$ cat src/rtl/uart_pkg.sv
// Shared UART constants, rx state encoding and a 2-of-3 vote helper.
package uart_pkg;

  localparam int unsigned UART_BAUD_DIV_50M_19200 = 2604;
  localparam int unsigned UART_FRAME_BITS         = 10;
  localparam int unsigned UART_DATA_W             = 8;
  localparam int unsigned UART_SHIFT_W            = 9;
  localparam int unsigned UART_BAUD_CNT_W         = 12;
  localparam int unsigned UART_BIT_CNT_W          = 4;

  typedef enum logic {
    IDLE    = 1'b0,
    RECEIVE = 1'b1
  } uart_rx_state_e;

  function automatic logic maj3(input logic a, input logic b, input logic c);
    return (a & b) | (a & c) | (b & c);
  endfunction

endpackage

$ cat src/rtl/uart_rx_sync.sv
// Two-flop synchronizer for the RX pin plus a third flop for falling-edge detect.
module uart_rx_sync (
  input  logic clk,
  input  logic rst,
  input  logic rx,
  output logic line,
  output logic fall_c
);

  logic sync1;
  logic sync2;
  logic sync3;

  // Idle-high line: reset to 1 so reset release never looks like a start edge.
  always_ff @(posedge clk) begin
    if (rst) begin
      sync1 <= 1'b1;
      sync2 <= 1'b1;
      sync3 <= 1'b1;
    end else begin
      sync1 <= rx;
      sync2 <= sync1;
      sync3 <= sync2;
    end
  end

  assign line   = sync2;
  assign fall_c = sync3 & ~sync2;

endmodule

$ cat src/rtl/uart_rx.sv
// 8N1 UART receiver with sticky rdy / framing / overrun flags.
// Optional UART_RX_MAJORITY_EN: each bit is the 2-of-3 vote of the last three samples.
module uart_rx
  import uart_pkg::*;
#(
  parameter int unsigned BAUD_DIV = UART_BAUD_DIV_50M_19200,
  parameter int unsigned HALF_DIV = BAUD_DIV / 2
) (
  input  logic                   clk,
  input  logic                   rst,
  input  logic                   RX,
  input  logic                   clr_rdy,
  output logic [UART_DATA_W-1:0] rx_data,
  output logic                   rdy,
  output logic                   frm_err,
  output logic                   ovr_err
);

  localparam logic [UART_BAUD_CNT_W-1:0] HALF_INIT = UART_BAUD_CNT_W'(HALF_DIV);
  localparam logic [UART_BAUD_CNT_W-1:0] HALF_LOAD = UART_BAUD_CNT_W'(HALF_DIV - 1);
  localparam logic [UART_BAUD_CNT_W-1:0] BAUD_LOAD = UART_BAUD_CNT_W'(BAUD_DIV - 1);
  localparam logic [UART_BIT_CNT_W-1:0]  STOP_IDX  = UART_BIT_CNT_W'(UART_FRAME_BITS - 1);

  uart_rx_state_e              state, state_nxt;
  logic [UART_BAUD_CNT_W-1:0]  baud_cnt, baud_nxt;
  logic [UART_BIT_CNT_W-1:0]   bit_cnt, bit_nxt;
  logic [UART_SHIFT_W-1:0]     shreg, shreg_nxt;
  logic [UART_DATA_W-1:0]      data_nxt;
  logic                        rdy_nxt;
  logic                        frm_nxt;
  logic                        ovr_nxt;

  logic                        line;
  logic                        fall_c;
  logic                        strobe_c;
  logic                        sample_c;

  uart_rx_sync u_sync (
    .clk    (clk),
    .rst    (rst),
    .rx     (RX),
    .line   (line),
    .fall_c (fall_c)
  );

  assign strobe_c = (state == RECEIVE) && (baud_cnt == '0);

`ifdef UART_RX_MAJORITY_EN
  logic [1:0] vote, vote_nxt;

  // Capture the line two and one clocks before the strobe for the vote.
  always_comb begin
    vote_nxt = vote;
    if (state == RECEIVE && baud_cnt == UART_BAUD_CNT_W'(2)) vote_nxt[0] = line;
    if (state == RECEIVE && baud_cnt == UART_BAUD_CNT_W'(1)) vote_nxt[1] = line;
  end

  always_ff @(posedge clk) begin
    if (rst) vote <= 2'b11;
    else     vote <= vote_nxt;
  end

  assign sample_c = maj3(vote[0], vote[1], line);
`else
  assign sample_c = line;
`endif

  always_ff @(posedge clk) begin
    if (rst) begin
      state    <= IDLE;
      baud_cnt <= HALF_INIT;
      bit_cnt  <= '0;
      shreg    <= '0;
      rx_data  <= '0;
      rdy      <= 1'b0;
      frm_err  <= 1'b0;
      ovr_err  <= 1'b0;
    end else begin
      state    <= state_nxt;
      baud_cnt <= baud_nxt;
      bit_cnt  <= bit_nxt;
      shreg    <= shreg_nxt;
      rx_data  <= data_nxt;
      rdy      <= rdy_nxt;
      frm_err  <= frm_nxt;
      ovr_err  <= ovr_nxt;
    end
  end

  // Next-state, counters and flags; a completing byte overrides a same-cycle clear.
  always_comb begin
    state_nxt = state;
    baud_nxt  = baud_cnt;
    bit_nxt   = bit_cnt;
    shreg_nxt = shreg;
    data_nxt  = rx_data;
    rdy_nxt   = rdy;
    frm_nxt   = frm_err;
    ovr_nxt   = ovr_err;

    if (clr_rdy) begin
      rdy_nxt = 1'b0;
      frm_nxt = 1'b0;
      ovr_nxt = 1'b0;
    end

    case (state)
      IDLE: begin
        if (fall_c) begin
          state_nxt = RECEIVE;
          baud_nxt  = HALF_LOAD;
          bit_nxt   = '0;
        end
      end
      RECEIVE: begin
        if (strobe_c) begin
          baud_nxt = BAUD_LOAD;
          if (bit_cnt == '0) begin
            if (sample_c) state_nxt = IDLE;
            else          bit_nxt   = UART_BIT_CNT_W'(1);
          end else if (bit_cnt == STOP_IDX) begin
            data_nxt  = shreg[UART_SHIFT_W-1:1];
            rdy_nxt   = 1'b1;
            frm_nxt   = ~sample_c;
            ovr_nxt   = clr_rdy ? 1'b0 : (ovr_err | rdy);
            state_nxt = IDLE;
          end else begin
            shreg_nxt = {sample_c, shreg[UART_SHIFT_W-1:1]};
            bit_nxt   = bit_cnt + UART_BIT_CNT_W'(1);
          end
        end else begin
          baud_nxt = baud_cnt - UART_BAUD_CNT_W'(1);
        end
      end
      default: state_nxt = IDLE;
    endcase
  end

endmodule
$ cat config.mk
export PLATFORM = sky130hd
export DESIGN_NAME = uart_rx
export DESIGN_NICKNAME = d
export VERILOG_FILES = /design/src/rtl/uart_pkg.sv /design/src/rtl/uart_rx_sync.sv /design/src/rtl/uart_rx.sv
export SDC_FILE = /design/constraint.sdc
export NUM_CORES = 1
export LEC_CHECK = 0
export CORE_MARGIN = 2
export CORE_UTILIZATION = 40
export CTS_CLUSTER_SIZE = 30
export DETAILED_ROUTE_END_ITERATION = 7
export DONT_BUFFER_PORTS = 1
export GPL_ROUTABILITY_DRIVEN = 0
export PLACE_DENSITY_LB_ADDON = 0.2
export SLEW_MARGIN = 20
export SYNTH_ARGS = -nofsm -noshare
export SYNTH_HDL_FRONTEND = slang
export SYNTH_SLANG_ARGS = --single-unit
$ cat constraint.sdc
create_clock -name clk -period 3.15 [get_ports clk]
set_input_delay 0.4725 -clock clk [delete_from_list [all_inputs] [get_ports clk]]
set_output_delay 0.4725 -clock clk [all_outputs]
set_load 0.005 [all_outputs]
==> metrics.cfg <==
[outcome]
status=complete, no violations

[global_routing]
grtUsageMet3_pct=4.17
met2_usage_pct=26.6
grt_max_degree=40
gr-total-overflow=0
grt_usage_pct=16.9
grt_pass1_wl_um=6960
top_usage_layer=met2
antenna_found_initial=0
grt_pass1_vias=1532
met1_usage_pct=22.7

[clock_network]
clockRootBuffer=clkbuf_8
clk_latency_ns=0.29
tritoncts=yes
cts_setup_buffers=0
clk_pin_slew_ns=0.08
numCtsBuffers=5
clock-sinks=39
ctsResizeCount=0
cts_hold_buffers=0
cts_buffer_depth=2
htreeDepth=2

[logic_synthesis]
avgSynthCellArea_um2=8.16
synth-simple-area-share_pct=21.7
ys_seq_area_share_pct=42.2
synth.cell_area_um2=1850
synth_edf_count=0
yosysWarningCount=0
async_reset_ff_share_pct=0
synthDominantCellAreaShare_pct=42.2
synth_top_family_by_area=compound AO/OA/AOI/OAI gates
yosys.area.top_type=dfxtp_1
synth_compound_area_share_pct=25.1
synthCells=227
synthesis.nets=236
muxShareOfSynthArea_pct=1.08
ys_types=40
ys.flop_type=dfxtp_1
synth_xor_area_share_pct=0.473
synthAdderAreaFrac_pct=3.38
ys_ff_latch=39
yosys-top-cells-area=dfxtp_1 42%, a21oi_1 8.9%, o21ai_0 6.2%, nand3_1 5.9%, ha_1 3.4%

[power_and_ir_drop]
power_density_nw_per_um2=463
power_leakage_uw=0.000690
vdd_drop_max_mv=0.274
total_power_uw=920

[critical_path]
critPathLaunch=state$_SDFF_PP0_
cp_cell_sequence=or3b_2, or4_4, or4_1, a31oi_1
critical_path.startpoint_type=flop
crit_buf_inv=0
critPathTopFamily=simple AND/OR/NAND/NOR gates
crit_type=reg -> reg
crit_fanout=21
rr_startpoint=state$_SDFF_PP0_
cp.required_ns=3.37
endpoint_kind=flop
slowest_stage=dfxtp_1
cp_data_arrival_time_ns=2.71
rrSetupSlack_ns=0.66
slowest_delay_ns=0.64

[place]
dp_hpwl_um=2550
port-buffer-count=0
place_area_um2=1880
place_ws_ns=0.674

[final_layout]
layout-drive-gt1-share_pct=9.09
stdcell_area_um2=1990
nNetsFinal=228
fin_util_pct=45.0
areaGrowthSynthToFinish_pct=7.23
antenna_cells=0

[detailed_routing]
drc=0
drtAntennaViolNets=0
routed_wl_um=4010
routedWlPerCell_um=14.8
drt_iter0_markers=120
firstDrtPassIters=4
vias=1586
viasPerCell=5.83

[sta]
hold_viol_final=0
max_freq_mhz=402
period_minus_slack_ns=2.49
tns_ns=0
min_period_over_period_pct=79.0
tightest_slew_ns=0.978
skew_ns=0.00538
slew_viol_final=0
rsz0062_at_grt=no
slew_headroom_pct=34.2
finalSetupViolations=0
setup_ws_ns=0.660

[flow_run]
cap_violations=0

[die]
die_y_um=72.0
die_area_um2=5190
num_rows=24
start_util_pct=42.0
core_region_area_um2=4410
pin_count=15
die_x_um=72.0

[worst_hold_path]
min_path_type=in -> reg
min_from=rst

[cell type report]
class / count / area [um^2]
Tap cell: 52 / 65.1
Clock buffer: 7 / 96.3
Inverter: 9 / 33.8
Fill cell: 435 / 2430
Sequential cell: 39 / 781
Clock inverter: 1 / 7.51
Multi-Input combinational cell: 161 / 967
Timing Repair Buffer: 3 / 35.0
[sequential cells by signal, indices dropped and copies added (netlist names)]
| register | cells |
|---|---|
| rx_data | 8 |
| u_sync.sync1 | 1 |
| u_sync.sync3 | 1 |
| baud_cnt | 12 |
| frm_err | 1 |
| u_sync.line | 1 |
| rdy | 1 |
| ovr_err | 1 |
| state | 1 |
| shreg | 8 |
| bit_cnt | 4 |
[power by group]
group | internal, uW | leakage [uW] | switching, uW | total, uW
combinational | 16.4 | 0.000324 | 21.3 | 37.7
sequential | 500 | 0.000316 | 9.32 | 509
clock | 199 | 0.0000505 | 174 | 373
[logic make-up (layout without fill, tap and decap cells)]
family	Yosys count	after routing
AO/OA/AOI/OAI	80	80
AND/OR/NAND/NOR	73	73
flip-flops	39	39
buffers and inverters	27	20
adder cells (fa/ha/maj)	5	5
multiplexers	2	2
XOR/XNOR	1	1
[worst reg2reg max path: cells and delay by family, from the launching register on]
family,cells,cell delay [ns]
and+or+nand+nor,3,1.62
DFF,1,0.64
AOI/OAI and AO/OA,1,0.17
[worst paths after layout]
| check | cells past startpoint | endpoint |
|---|---|---|
| setup / recovery | 4 | bit_cnt[3]$_SDFFE_PP0P_ |
| hold / removal | 1 | baud_cnt[5]$_SDFFE_PP0P_ |
| setup reg to reg | 4 | bit_cnt[3]$_SDFFE_PP0P_ |
| hold reg to reg | 1 | u_sync.line$_SDFF_PP1_ |
[synth_stat cells (4+ instances only)]
cell type,n
dfxtp_1,39
a21oi_1,33
o21ai_0,23
nand3_1,22
clkbuf_1,14
nor2_1,13
inv_1,9
nand2_1,8
a31oi_1,5
ha_1,5
or2_2,5
o31a_1,4
[stage by stage]
stage               instances  hold WS, ns
floorplan                 227        0.389
global placement          264        0.408
detailed placement        264        0.405
CTS                       272        0.239
global route              272        0.230
finish                    272        0.244
[per-layer routing]
layer  vias to the layer above  share of wire (%)
met5                         -                  0
met4                         0               0.85
met3                         5                4.7
met2                        33                 44
met1                       743                 50
li1                        805                  -
[layout by cell type (no fill, tap or decap), types with 2 or more instances in the layout]
master	netlist	final
clkbuf_8	0	7
or3b_2	2	2
o31a_1	4	4
nand2_1	8	8
nor4_1	3	3
nor3b_1	2	2
mux2i_1	2	2
a21o_1	2	2
a21oi_1	33	33
a31oi_1	5	5
a211oi_1	2	2
nand3_1	22	22
or4_1	3	3
inv_1	9	9
o211ai_1	2	2
dfxtp_1	39	39
or3_1	3	3
o21bai_1	3	3
nor3_1	3	3
or2_2	5	5
o21ai_0	23	23
nor2b_1	2	2
nor2_1	13	13
ha_1	5	5
buf_4	0	2
(Power assumes the default switching activity.)
